===== config.mk =====
export PLATFORM = sky130hd
export DESIGN_NAME = man_charge_meter_flat
export DESIGN_NICKNAME = d
export VERILOG_FILES = /design/src/rtl/man_charge_meter_if.sv /design/src/rtl/man_charge_meter.sv /design/src/flat_wrapper.sv
export SDC_FILE = /design/constraint.sdc
export NUM_CORES = 1
export LEC_CHECK = 0
export BUFFER_PORTS_ARGS = -buffer_cell sky130_fd_sc_hd__buf_2
export CORE_MARGIN = 2
export CORE_UTILIZATION = 45
export DETAILED_ROUTE_END_ITERATION = 10
export SYNTH_ARGS = -nofsm -noshare
export SYNTH_HDL_FRONTEND = slang
export SYNTH_SLANG_ARGS = --single-unit

===== constraint.sdc =====
create_clock -name clk_machine -period 3.9 [get_ports clk_machine]
set_clock_uncertainty 0.1 [all_clocks]
set_input_delay 0.39 -clock clk_machine [delete_from_list [all_inputs] [get_ports clk_machine]]
set_output_delay 0.39 -clock clk_machine [all_outputs]
set_load 0.05 [all_outputs]

===== src/rtl/man_charge_meter_if.sv =====
`default_nettype none
// ============================================================================
// Module      : man_charge_meter_if
// Description : Bundle between the game FSM / physics engine (master side)
//               and the jump-charge meter (slave side).
// Revision    : 1.0 - initial release
// ============================================================================
interface man_charge_meter_if #(
  parameter int OUT_W = 8
);
  logic [2:0]       state;
  logic             i_btn;
  logic             i_jump_done;
  logic [OUT_W-1:0] o_jump_v_init;
  logic             o_v_valid;
  logic [OUT_W-1:0] o_charge_level;
  logic             o_charge_full;

  // Game FSM / physics side: drives game state and button, consumes results
  modport master (
    output state, i_btn, i_jump_done,
    input  o_jump_v_init, o_v_valid, o_charge_level, o_charge_full
  );

  // Meter side
  modport slave (
    input  state, i_btn, i_jump_done,
    output o_jump_v_init, o_v_valid, o_charge_level, o_charge_full
  );
endinterface
`default_nettype wire


===== src/rtl/man_charge_meter.sv =====
`default_nettype none
// ============================================================================
// Module      : man_charge_meter
// Description : Jump-charge meter. Charges a counter while the button is held
//               in the accumulate game state (saturating or ping-pong), then
//               latches a floored jump velocity on release with a one-cycle
//               valid strobe. Live level/full decode the counter for the HUD.
// Revision    : 1.0 - initial release
// ============================================================================
module man_charge_meter #(
  parameter int CNT_W     = 24,
  parameter int OUT_W     = 8,
  parameter int STEP      = 1,
  parameter int MODE      = 0,
  parameter int MIN_V     = 1,
  parameter int ACCU_CODE = 3,
  parameter int JUMP_CODE = 4
) (
  input  wire                clk_machine,
  input  wire                rst_machine_n,
  man_charge_meter_if.slave  bus
);

  typedef enum logic [1:0] {
    ST_IDLE   = 2'd0,
    ST_CHARGE = 2'd1,
    ST_LOCKED = 2'd2
  } fsm_t;

  localparam logic [CNT_W-1:0] C_CNT_MAX = {CNT_W{1'b1}};
  localparam logic [CNT_W-1:0] C_STEP    = CNT_W'(STEP);
  // Any count at or above this would overshoot the top on the next step
  localparam logic [CNT_W-1:0] C_TOP_THR = C_CNT_MAX - C_STEP;
  localparam logic [OUT_W-1:0] C_MIN_V   = OUT_W'(MIN_V);
  localparam logic [2:0]       C_ACCU    = 3'(ACCU_CODE);
  localparam logic [2:0]       C_JUMP    = 3'(JUMP_CODE);

  fsm_t             fsm_q, fsm_d;
  logic [CNT_W-1:0] cnt_q, cnt_d;
  logic             dir_q, dir_d;       // 0 = counting up, 1 = counting down
  logic [OUT_W-1:0] v_init_q, v_init_d;
  logic             v_valid_q, v_valid_d;

  logic             w_accu;
  logic             w_jump;
  logic             w_abort;
  logic [OUT_W-1:0] w_level;

  assign w_accu  = (bus.state == C_ACCU);
  assign w_jump  = (bus.state == C_JUMP);
  assign w_abort = !w_accu && !w_jump;
  assign w_level = cnt_q[CNT_W-1 -: OUT_W];

  // Next-state, counter step and release/abort handling
  always_comb begin
    fsm_d     = fsm_q;
    cnt_d     = cnt_q;
    dir_d     = dir_q;
    v_init_d  = v_init_q;
    v_valid_d = 1'b0;

    case (fsm_q)
      ST_IDLE: begin
        cnt_d    = '0;
        dir_d    = 1'b0;
        v_init_d = '0;
        if (w_accu && bus.i_btn) begin
          cnt_d = C_STEP;
          fsm_d = ST_CHARGE;
        end
      end

      ST_CHARGE: begin
        if (w_abort) begin
          cnt_d    = '0;
          dir_d    = 1'b0;
          v_init_d = '0;
          fsm_d    = ST_IDLE;
        end else if ((w_accu && !bus.i_btn) || w_jump) begin
          // Release: latch the floored level, counter stays frozen
          v_init_d  = (w_level < C_MIN_V) ? C_MIN_V : w_level;
          v_valid_d = 1'b1;
          fsm_d     = ST_LOCKED;
        end else if (MODE == 0) begin
          cnt_d = (cnt_q >= C_TOP_THR) ? C_CNT_MAX : cnt_q + C_STEP;
        end else if (!dir_q) begin
          if (cnt_q >= C_TOP_THR) begin
            cnt_d = C_CNT_MAX;
            dir_d = 1'b1;
          end else begin
            cnt_d = cnt_q + C_STEP;
          end
        end else begin
          if (cnt_q <= C_STEP) begin
            cnt_d = '0;
            dir_d = 1'b0;
          end else begin
            cnt_d = cnt_q - C_STEP;
          end
        end
      end

      ST_LOCKED: begin
        // Button is ignored here so the player cannot re-charge mid-jump
        if (w_abort || (w_jump && bus.i_jump_done)) begin
          cnt_d    = '0;
          dir_d    = 1'b0;
          v_init_d = '0;
          fsm_d    = ST_IDLE;
        end
      end

      default: begin
        cnt_d    = '0;
        dir_d    = 1'b0;
        v_init_d = '0;
        fsm_d    = ST_IDLE;
      end
    endcase
  end

  // State and output registers
  always_ff @(posedge clk_machine or negedge rst_machine_n) begin
    if (!rst_machine_n) begin
      fsm_q     <= ST_IDLE;
      cnt_q     <= '0;
      dir_q     <= 1'b0;
      v_init_q  <= '0;
      v_valid_q <= 1'b0;
    end else begin
      fsm_q     <= fsm_d;
      cnt_q     <= cnt_d;
      dir_q     <= dir_d;
      v_init_q  <= v_init_d;
      v_valid_q <= v_valid_d;
    end
  end

  assign bus.o_jump_v_init  = v_init_q;
  assign bus.o_v_valid      = v_valid_q;
  assign bus.o_charge_level = w_level;
  assign bus.o_charge_full  = (cnt_q == C_CNT_MAX);

endmodule
`default_nettype wire

===== src/flat_wrapper.sv =====
// flat-port wrapper written by rule: the top's interface ports become plain ports
module man_charge_meter_flat 
#(
  parameter int CNT_W     = 24,
  parameter int OUT_W     = 8,
  parameter int STEP      = 1,
  parameter int MODE      = 0,
  parameter int MIN_V     = 1,
  parameter int ACCU_CODE = 3,
  parameter int JUMP_CODE = 4
)
  (clk_machine, rst_machine_n, bus_state, bus_i_btn, bus_i_jump_done, bus_o_jump_v_init, bus_o_v_valid, bus_o_charge_level, bus_o_charge_full);
  man_charge_meter_if #(.OUT_W(OUT_W)) bus_i ();
  input  wire clk_machine;
  input  wire rst_machine_n;
  input wire logic [$bits(bus_i.state)-1:0] bus_state;
  input wire logic [$bits(bus_i.i_btn)-1:0] bus_i_btn;
  input wire logic [$bits(bus_i.i_jump_done)-1:0] bus_i_jump_done;
  output wire logic [$bits(bus_i.o_jump_v_init)-1:0] bus_o_jump_v_init;
  output wire logic [$bits(bus_i.o_v_valid)-1:0] bus_o_v_valid;
  output wire logic [$bits(bus_i.o_charge_level)-1:0] bus_o_charge_level;
  output wire logic [$bits(bus_i.o_charge_full)-1:0] bus_o_charge_full;
  assign bus_i.state = bus_state;
  assign bus_i.i_btn = bus_i_btn;
  assign bus_i.i_jump_done = bus_i_jump_done;
  assign bus_o_jump_v_init = bus_i.o_jump_v_init;
  assign bus_o_v_valid = bus_i.o_v_valid;
  assign bus_o_charge_level = bus_i.o_charge_level;
  assign bus_o_charge_full = bus_i.o_charge_full;
  man_charge_meter #(.CNT_W(CNT_W), .OUT_W(OUT_W), .STEP(STEP), .MODE(MODE), .MIN_V(MIN_V), .ACCU_CODE(ACCU_CODE), .JUMP_CODE(JUMP_CODE)) u_core (.clk_machine(clk_machine), .rst_machine_n(rst_machine_n), .bus(bus_i));
endmodule

==> results.cfg <==
[power]
p_per_area_nw_per_um2 = 324
total_power_mw = 0.721
peakVddDrop_v = 0.000198
p_leak_nw = 1.08

[floorplan]
coreArea_um2 = 4350
io_pins = 25
rows = 24
initial_core_util_pct = 46.7
die_width_um = 71.2
die_area_um2 = 5070
die_h_um = 71.2

[synth]
ys_warn_count = 0
ys_types = 39
ys_seq_elements = 35
yosysSeqAreaShare_pct = 43.1
yosysTopAreaCell = dfrtp_1
avgSynthCellArea_um2 = 8.76
yosys.area.top_type_share_pct = 43.1
synthTopCellsByArea = dfrtp_1, o21ai_1, a22o_1
synthesis.nets = 241
synth_cells = 232
synth_area_um2 = 2030

[sta]
grt_setup_unrepaired = false
worst_pin_slew_ns = 0.989
fin_crit_sh_pct = 69.1
max_slew_margin_pct = 34.1
timing.hold.ws_ns = 0.0610
setup-tns-final_ns = 0
finalMaxSlewViolations = 0
fin_crit_ns = 2.69
setup_violations = 0
timing.fmax_mhz = 371
fin_ws_ns = 1.21
hold_viol = 0

[clock_network]
clock_sinks = 35
ctsResizeCount = 0
hold_buffers = 0
cts_tree = done
clockBufferDepth = 2
clockRootBuffer = clkbuf_8
numCtsBuffers = 5
htreeDepth = 2
clkLatencyLatePin_ns = 0.30
path_clk_slew_ns = 0.08
cts_setup_buffers = 0

[critical_path]
worstSetupPathType = reg2out
r2r-end = u_core.cnt_q[21]$_DFFE_PN0P_
slowest_stage = dfrtp_1
arrival_ns = 2.20
critPathCaptureType = output port
cpLargestDelayFamily = simple AND/OR/NAND/NOR gates
cp_cell_sequence = ha_1 -> nand3_1 -> nor4_1 -> buf_4 -> nand2_1 -> nor3_1 -> buf_2
rr_startpoint = u_core.fsm_q[0]$_DFFE_PN0P_
worstPathRequired_ns = 3.41
start_kind = register
path_buf_inv = 2
r2r_slack_ns = 1.57
worstPathMaxFanout = 11
rr_worst_depth = 5
critPathMaxStageDelay_ns = 0.44

[global_routing]
grt_pass1_wl_mm = 7.67
grt_pass1_vias = 1603
grtUsageTotal_pct = 19.2
antenna_found_initial = 0
grt_max_degree = 36
grt_remaining_overflow = 0

[detailed_routing]
final_antenna_net_count = 0
drtIter0Drc = 121
vias = 1747
dr.pass1.iters = 4
via_per_inst = 5.90
post-route-drc-count = 0
wl_per_cell_um = 14.8
wl_mm = 4.37

[finish]
n_antenna_cell = 0
finalNetCount = 252
n_fill_cell = 415
final_common_cell = o21ai_1
final_cell_mix = o21ai_1, dfrtp_1, buf_2
postLayoutCoreUtil_pct = 51.1
drive_gt1_share_pct = 16.0
syn2layout_area_growth_pct = 9.54

[hold_path]
hp-class = in2async

[placement]
portBuffers = 24
place.gp.congestion = 0.808
place_hpwl_mm = 2.98
preCtsSetupSlack_ns = 1.43

[run]
drv_cap = 0

[outcome]
status = completed
-- sequential cells by signal, indices dropped and copies added (netlist names) --
| signal | cells |
|---|---|
| u_core.bus.o_v_valid | 1 |
| u_core.cnt_q | 24 |
| u_core.bus.o_jump_v_init | 8 |
| u_core.fsm_q | 2 |
-- final cells by class --
type,instances,area [um^2],area share (%)
Clock buffer,5,68.8,3.09
Sequential cell,35,876,39.3
Clock inverter,3,47.5,2.13
Timing Repair Buffer,27,143,6.40
Tap cell,52,65.1,2.92
Multi-Input combinational cell,166,997,44.8
Inverter,8,30.0,1.35
-- routing by layer --
metal,part of all wire (%),track usage [%],vias to the layer above,wire length (um)
met5,0,0,-,0
li1,-,-,875,-
met3,4.3,4.78,7,188
met4,1.7,7.97,0,74
met1,49,26.9,830,2130
met2,45,28.5,35,1970
-- worst register-to-register path, cell delays in order (launching register included) --
cell,delay [ns]
dfrtp_1,0.40
nor2b_1,0.16
a22o_1,0.33
nand2b_1,0.66
a21o_1,0.36
a22o_1,0.22
-- synthesized netlist by cell type (all sizes together) --
library cell  instances
clkbuf                7
a22oi                 1
nor4                  6
ha                    2
nor3                  4
nor4b                 1
a31oi                 9
and3                  5
a21o                  2
o31a                  1
nor2                 13
dfrtp                35
nand2b                1
and4                  3
nor4bb                1
nor3b                 2
and2                  1
nor2b                 2
a41oi                 5
o21a                  5
or4                   2
buf                  16
a22o                 10
nand4                 6
and3b                 1
a21oi                 8
inv                   8
mux2i                 1
o21ai                43
o21bai                1
nand2                19
nand3                11
-- logic make-up after synthesis --
family	count (synthesis)	share of synthesized area, %
compound gates	85	25.5
buf+inv	31	7.88
fa+ha+maj	2	1.23
simple gates	78	21.8
flops	35	43.1
mux	1	0.492
-- stage by stage --
| step | cells | instance area, um^2 |
|---|---|---|
| floorplan | 232 | 2030 |
| detailed placement | 288 | 2110 |
| CTS | 296 | 2230 |
| global placement | 288 | 2110 |
| global route | 296 | 2230 |
| finish | 296 | 2230 |
-- worst max-delay path by stage --
stage | startpoint | end | slack (ns) | cells after the start
after floorplan | u_core.cnt_q[1]$_DFFE_PN0P_ | bus_o_charge_full | 1.14 | 5
after global placement | bus_state[0] | u_core.cnt_q[21]$_DFFE_PN0P_ | 1.44 | 6
after detailed placement | bus_state[0] | u_core.cnt_q[21]$_DFFE_PN0P_ | 1.43 | 6
after CTS | u_core.cnt_q[1]$_DFFE_PN0P_ | bus_o_charge_full | 1.20 | 7
after global routing | u_core.cnt_q[1]$_DFFE_PN0P_ | bus_o_charge_full | 0.97 | 7
final | u_core.cnt_q[1]$_DFFE_PN0P_ | bus_o_charge_full | 1.21 | 7
-- power by group --
group	leakage, nW	total, mW	switching, mW	internal, mW
clock network	0.0587	0.340	0.146	0.194
logic	0.531	0.0170	0.0126	0.00443
registers	0.489	0.364	0.000848	0.363
total	1.08	0.721	0.159	0.561
No activity file was read; power rests on OpenSTA's default activity.
